--- src/rtl/basys3_uart_pkg.sv ---
// rtl/basys3_uart_pkg.sv - shared types and constants for the Basys3 UART TX scheduler
// Purpose: scheduler state encoding, packet header magic and header builder.
// Ports: none (package).
package basys3_uart_pkg;

  localparam logic [3:0] HDR_MAGIC = 4'hA;
  localparam int         MAX_NREQ  = 4;

  typedef enum logic [2:0] {
    S_IDLE,
    S_HDR,
    S_WAIT_HDR,
    S_DAT,
    S_WAIT_DAT,
    S_CHK,
    S_WAIT_CHK
  } sched_state_t;

  // Header byte: magic nibble, two reserved zero bits, 2-bit channel id.
  function automatic logic [7:0] hdr_byte(input logic [1:0] id);
    return {HDR_MAGIC, 2'b00, id};
  endfunction

endpackage

--- src/rtl/rr_arbiter.sv ---
// rtl/rr_arbiter.sv - combinational round-robin arbiter
// Purpose: pick the first requester at or after last_grant+1 (mod NREQ).
// Ports:
//   req        in  NREQ  request vector
//   last_grant in  2     id granted most recently
//   grant      out NREQ  one-hot winner (all zero when no request)
//   id         out 2     encoded winner id
//   any        out 1     at least one request present
module rr_arbiter
  import basys3_uart_pkg::*;
#(
  parameter int NREQ = 4
) (
  input  logic [NREQ-1:0] req,
  input  logic [1:0]      last_grant,
  output logic [NREQ-1:0] grant,
  output logic [1:0]      id,
  output logic            any
);

  localparam int IDW = (NREQ > 2) ? 2 : 1;

  int             idx;
  logic [IDW-1:0] idx_l;

  always_comb begin
    grant = '0;
    id    = '0;
    any   = 1'b0;
    idx   = 0;
    idx_l = '0;
    // Walk the ring starting one past the previous winner; first hit wins.
    for (int off = 1; off <= NREQ; off++) begin
      idx   = (int'(last_grant) + off) % NREQ;
      idx_l = IDW'(idx);
      if (!any && req[idx_l]) begin
        any          = 1'b1;
        grant[idx_l] = 1'b1;
        id           = 2'(idx);
      end
    end
  end

endmodule

--- src/rtl/basys3_uart_tx_sched.sv ---
// rtl/basys3_uart_tx_sched.sv - round-robin scheduler sharing one UART TX serializer
// Purpose: grants one requester per IDLE visit and sends header, payload, checksum.
// Ports:
//   clk, rst_n  in        clock, asynchronous active-low reset
//   req_valid   in  NREQ  requester byte pending
//   req_data    in  8*NREQ requester bytes, channel i at [8i+7:8i]
//   req_ready   out NREQ  one-cycle capture pulse
//   tx_data     out 8     byte to serializer (0 when tx_start low)
//   tx_start    out 1     serializer load pulse
//   tx_busy     in  1     serializer busy
//   grant_id    out 2     channel of packet in flight (0 when idle)
//   busy        out 1     scheduler not idle
module basys3_uart_tx_sched
  import basys3_uart_pkg::*;
#(
  parameter int NREQ = 4
) (
  input  logic              clk,
  input  logic              rst_n,
  input  logic [NREQ-1:0]   req_valid,
  input  logic [NREQ*8-1:0] req_data,
  output logic [NREQ-1:0]   req_ready,
  output logic [7:0]        tx_data,
  output logic              tx_start,
  input  logic              tx_busy,
  output logic [1:0]        grant_id,
  output logic              busy
);

  sched_state_t    state_q, state_d;
  logic [7:0]      data_q;
  logic [1:0]      last_grant_q;
  logic [1:0]      grant_id_q;
  logic [NREQ-1:0] req_ready_q;
  logic            wait_first_q;

  logic [NREQ-1:0] arb_grant;
  logic [1:0]      arb_id;
  logic            arb_any;
  logic [7:0]      win_data;
  logic [7:0]      header;

  rr_arbiter #(.NREQ(NREQ)) u_arb (
    .req        (req_valid),
    .last_grant (last_grant_q),
    .grant      (arb_grant),
    .id         (arb_id),
    .any        (arb_any)
  );

  always_comb begin
    win_data = '0;
    for (int i = 0; i < NREQ; i++) begin
      if (arb_grant[i]) win_data = req_data[8*i +: 8];
    end
  end

  assign header    = hdr_byte(grant_id_q);
  assign req_ready = req_ready_q;
  assign grant_id  = grant_id_q;
  assign busy      = (state_q != S_IDLE);

  always_ff @(posedge clk or negedge rst_n) begin
    if (!rst_n) state_q <= S_IDLE;
    else        state_q <= state_d;
  end

  // WAIT states ignore tx_busy in their first cycle: the serializer only
  // raises busy the cycle after tx_start, so that cycle carries no information.
  always_comb begin
    state_d  = state_q;
    tx_start = 1'b0;
    tx_data  = 8'h00;
    unique case (state_q)
      S_IDLE:     if (arb_any) state_d = S_HDR;
      S_HDR: begin
        tx_start = 1'b1;
        tx_data  = header;
        state_d  = S_WAIT_HDR;
      end
      S_WAIT_HDR: if (!wait_first_q && !tx_busy) state_d = S_DAT;
      S_DAT: begin
        tx_start = 1'b1;
        tx_data  = data_q;
        state_d  = S_WAIT_DAT;
      end
      S_WAIT_DAT: if (!wait_first_q && !tx_busy) state_d = S_CHK;
      S_CHK: begin
        tx_start = 1'b1;
        tx_data  = header ^ data_q;
        state_d  = S_WAIT_CHK;
      end
      S_WAIT_CHK: if (!wait_first_q && !tx_busy) state_d = S_IDLE;
      default:    state_d = S_IDLE;
    endcase
  end

  always_ff @(posedge clk or negedge rst_n) begin
    if (!rst_n) begin
      data_q       <= '0;
      last_grant_q <= 2'(NREQ - 1);
      grant_id_q   <= '0;
      req_ready_q  <= '0;
      wait_first_q <= 1'b0;
    end else begin
      req_ready_q  <= '0;
      wait_first_q <= (state_q == S_HDR) || (state_q == S_DAT) || (state_q == S_CHK);
      if (state_q == S_IDLE && arb_any) begin
        data_q       <= win_data;
        grant_id_q   <= arb_id;
        last_grant_q <= arb_id;
        req_ready_q  <= arb_grant;
      end else if (state_q == S_WAIT_CHK && state_d == S_IDLE) begin
        grant_id_q <= '0;
      end
    end
  end

endmodule

--- config.mk ---
export PLATFORM = sky130hd
export DESIGN_NAME = basys3_uart_tx_sched
export DESIGN_NICKNAME = d
export VERILOG_FILES = /design/src/rtl/basys3_uart_pkg.sv /design/src/rtl/rr_arbiter.sv /design/src/rtl/basys3_uart_tx_sched.sv
export SDC_FILE = /design/constraint.sdc
export NUM_CORES = 1
export LEC_CHECK = 0
export ABC_AREA = 1
export CORE_MARGIN = 10
export CORE_UTILIZATION = 46
export CTS_CLUSTER_DIAMETER = 30
export DETAILED_ROUTE_END_ITERATION = 8
export PLACE_DENSITY = 0.91
export SLEW_MARGIN = 20
export SYNTH_ARGS = -nofsm -noshare
export SYNTH_HDL_FRONTEND = slang
export SYNTH_SLANG_ARGS = --single-unit
export TNS_END_PERCENT = 5
--- constraint.sdc ---
create_clock -name clk -period 2.5 [get_ports clk]
set_input_delay 0.75 -clock clk [delete_from_list [all_inputs] [get_ports clk]]
set_output_delay 0.75 -clock clk [all_outputs]
set_load 0.05 [all_outputs]
==> impl_metrics.csv, run 1 <==
group,metric,value,unit
routing,drt_wl_total,5200,um
logic_synthesis,synth_seq_cells,20,
setup_path,crit_arrival,1.65,ns
global_routing,use_met2,0.275,
cells_and_area,layout.nets,364,
pwr,power.static_leakage,1.23,nW
setup_path,slowest_stage,"dfrtp_1",
timing,rsz0062_at_grt,"no",
routing,vias_per_cell,5.23,
logic_synthesis,synth_mux_area_frac,0,
setup_path,required,1.75,ns
cells_and_area,antenna_cells,0,
place,pre_cts_slack,-0.0702,ns
routing,drt_pre_antenna_iters,5,
cells_and_area,fin_cells,362,
setup_path,slowest_delay,0.51,ns
logic_synthesis,syn_nets,296,
global_routing,grt_busiest_layer,"met2",
timing,slew-limit-headroom,0.651,
die,ioPinCount,55,
logic_synthesis,ys_async_sr_fraction,1.00,
cells_and_area,n_fill_cell,261,
die,start_util,0.489,
die,num_rows,21,
logic_synthesis,synth_edf_count,0,
clocking,clk_path_buf_depth,2,
logic_synthesis,synth_common_cells,"77 x nand2_1, 28 x nor2_1, 27 x nand3_1",
global_routing,grt_use_met3,0.0245,
routing,drtAntennaViolNets,0,
timing,drv_slew,0,
routing,post_drt_wl_per_cell,14.4,um
setup_path,critPathBufInv,1,
die,dieArea,6440,um2
global_routing,grt_max_degree,15,
die,die_w,80.2,um
clocking,path_clk_slew,0.13,ns
global_routing,grt_antenna_before_repair,0,
setup_path,ff2ff_path_depth,13,
pwr,power.total,3.66,mW
die,fp.coreArea,3420,um2
clocking,htree_levels,1,
setup_path,worst-path-stages,5,
global_routing,grt_use_met1,0.187,
timing,whs,0.546,ns
timing,max_clock_freq,416,MHz
global_routing,overflow,0,
logic_synthesis,synth_seq_area_share,0.301,
pwr,powerDensity,1510,nW/um2
global_routing,grt_pass1_vias,1773,
logic_synthesis,netlist_area,1670,um2
timing,tightestPinTransition,0.521,ns
global_routing,grtUsageTotal,0.156,
place,routabilityCongestion,0.855,
pwr,ir_drop,0.784,mV
timing,hold_viol,0,
timing,setup_viol,0,
setup_path,path_delay_family,"flip-flops",
routing,first_iter_violations,138,
die,die_h,80.2,um
setup_path,worstPathCellList,"nand2_1 > nor2_1 > a21oi_2 > o21ai_1 > buf_12",
routing,drc,0,
place,post-dp-hpwl,4210,um
logic_synthesis,yosysTopAreaCellShare,0.270,
setup_path,critPathCaptureType,"primary output",
logic_synthesis,syn-mean-instance-area,6.70,um2
timing,min_period,2.40,ns
job,drv_cap,0,
setup_path,path_max_fanout,7,
place,port_buffers,54,
setup_path,worstSetupPathType,"reg2out",
clocking,cts_tree,"yes",
global_routing,grt_first_pass_wirelength,8230,um
logic_synthesis,synth-simple-area-share,0.434,
logic_synthesis,synth_top_family_by_area,"simple AND/OR/NAND/NOR gates",
routing,vias,1895,
logic_synthesis,yosys.cell_count.top_type,"nand2_1",
timing,post-route-period-util,0.961,
clocking,root_buffer,"clkbuf_4",
logic_synthesis,ys.flop_type,"dfrtp_1",
logic_synthesis,synth_xor_xnor_area_share,0,
logic_synthesis,synth.distinct_cells,28,
clocking,cts.sinks,20,
hold_path,min_path_type,"reg2reg",
place,placed_cells,357,
logic_synthesis,synthTopCellsByArea,"dfrtp_1 27%, nand2_1 17%, nand3_1 8.1%, nor2_1 6.3%, ha_1 6.0%",
logic_synthesis,yosysWarningCount,0,
clocking,clock_latency,0.32,ns
timing,setup_ws,0.0981,ns
timing,fin_setup_tns,0,ns
logic_synthesis,synth_compound_area_frac,0.126,
logic_synthesis,syn_inst,249,
run_status,status,"completed",
cells_and_area,area_delta_synth_final,45.7,%
cells_and_area,post_route_cells_drive_above_1_share,0.180,
clocking,cts_buffers,3,
setup_path,start_kind,"flip-flop",
logic_synthesis,yosysTopAreaCell,"dfrtp_1",
timing,finClkSkew,0.0179,ns
hold_path,hold_depth,3,
logic_synthesis,synth-adder-area-share,0.0600,
## stage by stage
step	cell area, um2	util
floorplan	1670	-
detailed placement	2380	0.696
finish	2430	0.712
CTS	2420	0.708
global route	2430	0.712
global placement	2380	0.696
## per-layer routing
layer / part of all wire / vias up
met3: 0.058 / 15
li1: - / 942
met5: 0 / -
met4: 0.028 / 0
met1: 0.42 / 860
met2: 0.49 / 78
## sequential cells by signal (all words and copies together) (netlist names)
register,cells
data_q,8
grant_id,2
last_grant_q,2
req_ready,4
state_q,3
wait_first_q,1
## worst paths after layout
path	startpoint	to	slack [ns]
min	wait_first_q$_DFF_PN0_	state_q[0]$_DFF_PN0_	0.55
min reg2reg	wait_first_q$_DFF_PN0_	state_q[0]$_DFF_PN0_	0.55
max	state_q[1]$_DFF_PN0_	tx_data[0]	0.1
max in group asynchronous	rst_n	last_grant_q[0]$_DFFE_PN1P_	1.16
max reg2reg	last_grant_q[1]$_DFFE_PN1P_	data_q[0]$_DFFE_PN0P_	0.27
min in group asynchronous	rst_n	state_q[2]$_DFF_PN0_	0.72
## cell usage in the layout, fill, tap and decap left out, drive strengths merged
| cell | netlist | layout |
|---|---|---|
| buf | 2 | 22 |
| a21boi | 3 | 3 |
| ha | 8 | 8 |
| o21ai | 10 | 10 |
| o211a | 1 | 1 |
| a31oi | 1 | 1 |
| nor2 | 32 | 32 |
| nand3 | 32 | 32 |
| o211ai | 1 | 1 |
| clkdlybuf4s50 | 0 | 44 |
| nand2 | 86 | 86 |
| o31ai | 1 | 1 |
| nand4 | 5 | 5 |
| dfstp | 2 | 2 |
| clkbuf | 1 | 4 |
| a21oi | 16 | 16 |
| inv | 29 | 29 |
| a32o | 1 | 1 |
| dfrtp | 18 | 18 |
## cells by family after synthesis
logic type,after synthesis
simple gates,155
flops,20
compound gates,34
buf+inv,32
fa+ha+maj,8
## worst register-to-register path, cell delays in order (launching register included)
cell     delay (ns)
dfstp_2        0.54
inv_1          0.05
ha_1           0.36
inv_1          0.09
nand2_2        0.10
nand2_4        0.10
nor2_4         0.20
nand3_1        0.15
nand3_4        0.16
inv_2          0.10
nand3_1        0.07
nand2_1        0.06
nand2_1        0.08
nand2_1        0.06
## layout make-up
class,instances,area [um2],share of cell area
well taps,46,57.6,0.0237
flip-flops and latches,20,503,0.207
clock buffers,4,36.3,0.0149
repair buffers,66,681,0.280
inverters,29,109,0.0448
multi-input cells,197,1050,0.430
## report_power, final
part | switching (mW) | internal, mW
Sequential | 0.122 | 0.477
Combinational | 1.85 | 1.01
Clock | 0.107 | 0.0891
## what timing repair did
item	in CTS	in global routing
setup endpoints to repair	1	11
setup buffers	0	1
endpoints found under the hold margin	0	0
gates cloned	0	0
gates resized for setup	1	2
hold buffers	0	0
No activity file was read; power rests on OpenSTA's default activity.
==> inputs of run 2 (changes only) <==
--- a/config.mk
+++ b/config.mk
@@ -8,7 +8,7 @@
 export ABC_AREA = 1
 export CORE_MARGIN = 10
 export CORE_UTILIZATION = 46
-export CTS_CLUSTER_DIAMETER = 30
+export CTS_CLUSTER_DIAMETER = 120
 export DETAILED_ROUTE_END_ITERATION = 8
 export PLACE_DENSITY = 0.91
 export SLEW_MARGIN = 20
==> results of run 2 <==
No change in the layout: final DEF, timing and power equal those of run 1.
==> inputs of run 3 (changes only) <==
--- a/config.mk
+++ b/config.mk
@@ -6,7 +6,7 @@
 export NUM_CORES = 1
 export LEC_CHECK = 0
 export ABC_AREA = 1
-export CORE_MARGIN = 10
+export CORE_MARGIN = 1
 export CORE_UTILIZATION = 46
 export CTS_CLUSTER_DIAMETER = 120
 export DETAILED_ROUTE_END_ITERATION = 8
==> run 3 against run 2 <==
  * Sequential share of layout area is 0.18 points lower
  * Register-to-register slack worse by 0.03 ns
  * Combinational power hardly changed
  * Setup slack better by 0.038 ns
  * Wire length is 10% lower
  * Clock power is 36% higher
  * Total power is 2.5% higher
  * Clock skew is 0.0094 ns lower
  * Via count is 0.79% lower
  * Critical path depth stayed put
  * Sequential power is 1% higher
==> impl_metrics.csv, run 3 (synthesis gave the netlist of run 1 again) <==
group,metric,value,unit
global_routing,grt_first_pass_wirelength,8050,um
timing,drv_slew,0,
pwr,p_switching,2.07,mW
clocking,cts_tree,"yes",
routing,first_iter_violations,143,
clocking,htree_levels,1,
global_routing,grt_max_degree,15,
pwr,switching_share,0.552,
place,routabilityCongestion,0.871,
clocking,cts_buffers,3,
hold_path,worstHoldStart,"wait_first_q$_DFF_PN0_",
global_routing,grtUsageTotal,0.263,
hold_path,hold_depth,3,
pwr,power.static_leakage,1.24,nW
timing,rsz0062_at_grt,"no",
routing,drt_pre_antenna_iters,4,
hold_path,min_path_type,"reg2reg",
routing,vias,1880,
place,place_area,2380,um2
die,num_rows,21,
clocking,clock_latency,0.31,ns
cells_and_area,final_cell_mix,"77 x nand2_1, 44 x clkdlybuf4s50_1, 28 x nor2_1",
setup_path,required,1.75,ns
place,port_buffers,54,
timing,min_period,2.36,ns
timing,setup_ws,0.136,ns
pwr,intPower,1.68,mW
cells_and_area,layout.nets,364,
place,post-dp-hpwl,3860,um
pwr,combPwrFrac,0.767,
pwr,seq_power_share,0.162,
run_status,status,"completed",
routing,vias_per_cell,5.19,
timing,finClkSkew,0.00846,ns
die,dieArea,3870,um2
pwr,powerDensity,1530,nW/um2
routing,drtAntennaViolNets,0,
cells_and_area,layout_commonest_cell,"nand2_1",
die,fp.coreArea,3420,um2
cells_and_area,antenna_cells,0,
setup_path,start_kind,"flip-flop",
die,start_util,0.489,
die,die_w,62.2,um
setup_path,timing.rr.end,"data_q[7]$_DFFE_PN0P_",
clocking,cts.sinks,20,
setup_path,rr_startpoint,"last_grant_q[0]$_DFFE_PN1P_",
routing,drc,0,
timing,setup_viol,0,
setup_path,worstSetupPathType,"reg2out",
die,ioPinCount,55,
global_routing,grt_antenna_before_repair,0,
clocking,path_clk_slew,0.12,ns
setup_path,reg2reg_slack,0.24,ns
pwr,pwr-share-clk,0.071,
cells_and_area,stdcell_area,2450,um2
timing,slew-limit-headroom,0.664,
timing,hold_viol,0,
setup_path,crit_arrival,1.61,ns
hold_path,hold_end,"state_q[0]$_DFF_PN0_",
global_routing,grt_pass1_vias,1812,
routing,drt_wl_total,4680,um
timing,max_clock_freq,423,MHz
clocking,root_buffer,"clkbuf_4",
setup_path,critPathCaptureType,"primary output",
cells_and_area,post_route_cells_drive_above_1_share,0.177,
timing,tightestPinTransition,0.502,ns
cells_and_area,max_flop_register,"data_q",
clocking,clk_path_buf_depth,2,
routing,post_drt_wl_per_cell,12.9,um
cells_and_area,area_delta_synth_final,47.0,%
global_routing,overflow,0,
cells_and_area,largest_register_ffs,8,
timing,post-route-period-util,0.946,
setup_path,ff2ff_path_depth,12,
place,pre_cts_slack,-0.120,ns
job,drv_cap,0,
pwr,ir_drop,0.745,mV
setup_path,path_max_fanout,6,
die,die_h,62.2,um
-- run 3: cell types whose count changed in the layout (fill, tap and decap cells not counted) --
cell / before / now
bufinv_16: 0 / 1
nor2_2: 1 / 0
nor2_1: 27 / 28
nand3_2: 5 / 4
ha_4: 0 / 1
clkbuf_8: 1 / 0
ha_1: 8 / 7
nand3_1: 26 / 27
-- run 3: routing by layer --
metal	vias up	wire length (um)	track usage	share of wire
li1	941	-	-	-
met1	865	1950	0.325	0.42
met2	65	2420	0.463	0.52
met3	9	225	0.0386	0.048
met4	0	78	0.0959	0.017
met5	-	0	0	0
-- run 3: critical path, cell delays in order, from the launching register on --
cell and delay (ns):
dfrtp_1 0.42, inv_1 0.12, nor2_1 0.21, a21oi_2 0.14
o21ai_1 0.24, buf_12 0.17
-- run 3: layout make-up --
| type | count | area [um2] |
|---|---|---|
| clock inverters | 1 | 30.0 |
| inverters | 29 | 109 |
| multi-input cells | 197 | 1050 |
| flip-flops and latches | 20 | 503 |
| repair buffers | 66 | 681 |
| clock buffers | 3 | 22.5 |
| well taps | 46 | 57.6 |
| fillers | 263 | 962 |
-- run 3: per-stage QoR --
stage | cells | utilization | power, mW | hold slack, ns | setup TNS, ns
floorplan | 249 | - | 2.57 | 0.454 | 0
global placement | 358 | 0.698 | 3.33 | 0.544 | -0.116
detailed placement | 358 | 0.698 | 3.43 | 0.558 | -0.753
CTS | 362 | 0.714 | 3.70 | 0.572 | 0
global route | 362 | 0.718 | 4.10 | 0.608 | 0
finish | 362 | 0.718 | 3.75 | 0.579 | 0
-- run 3: worst max-delay path by stage --
stage | from | end
floorplan | state_q[2]$_DFF_PN0_ | tx_data[0]
global placement | req_valid[2] | data_q[5]$_DFFE_PN0P_
detailed placement | req_valid[2] | data_q[7]$_DFFE_PN0P_
CTS | state_q[0]$_DFF_PN0_ | tx_data[0]
global route | state_q[0]$_DFF_PN0_ | tx_data[0]
finish | state_q[0]$_DFF_PN0_ | tx_data[0]
-- run 3: timing repair --
| item | in CTS | in global routing |
|---|---|---|
| setup endpoints to repair | 0 | 15 |
| buffers inserted | 0 | 0 |
| resized for setup | 0 | 2 |
| hold buffers | 0 | 0 |
-- run 3: power groups by stage --
stage                     sequential (mW)  combinational (mW)  clock, mW
after floorplan                     0.694                1.88          0
after detailed placement            0.608                2.82          0
after CTS                           0.601                2.83      0.266
final                               0.607                2.88      0.267
after global routing                0.631                3.19      0.282
after global placement              0.607                2.72          0
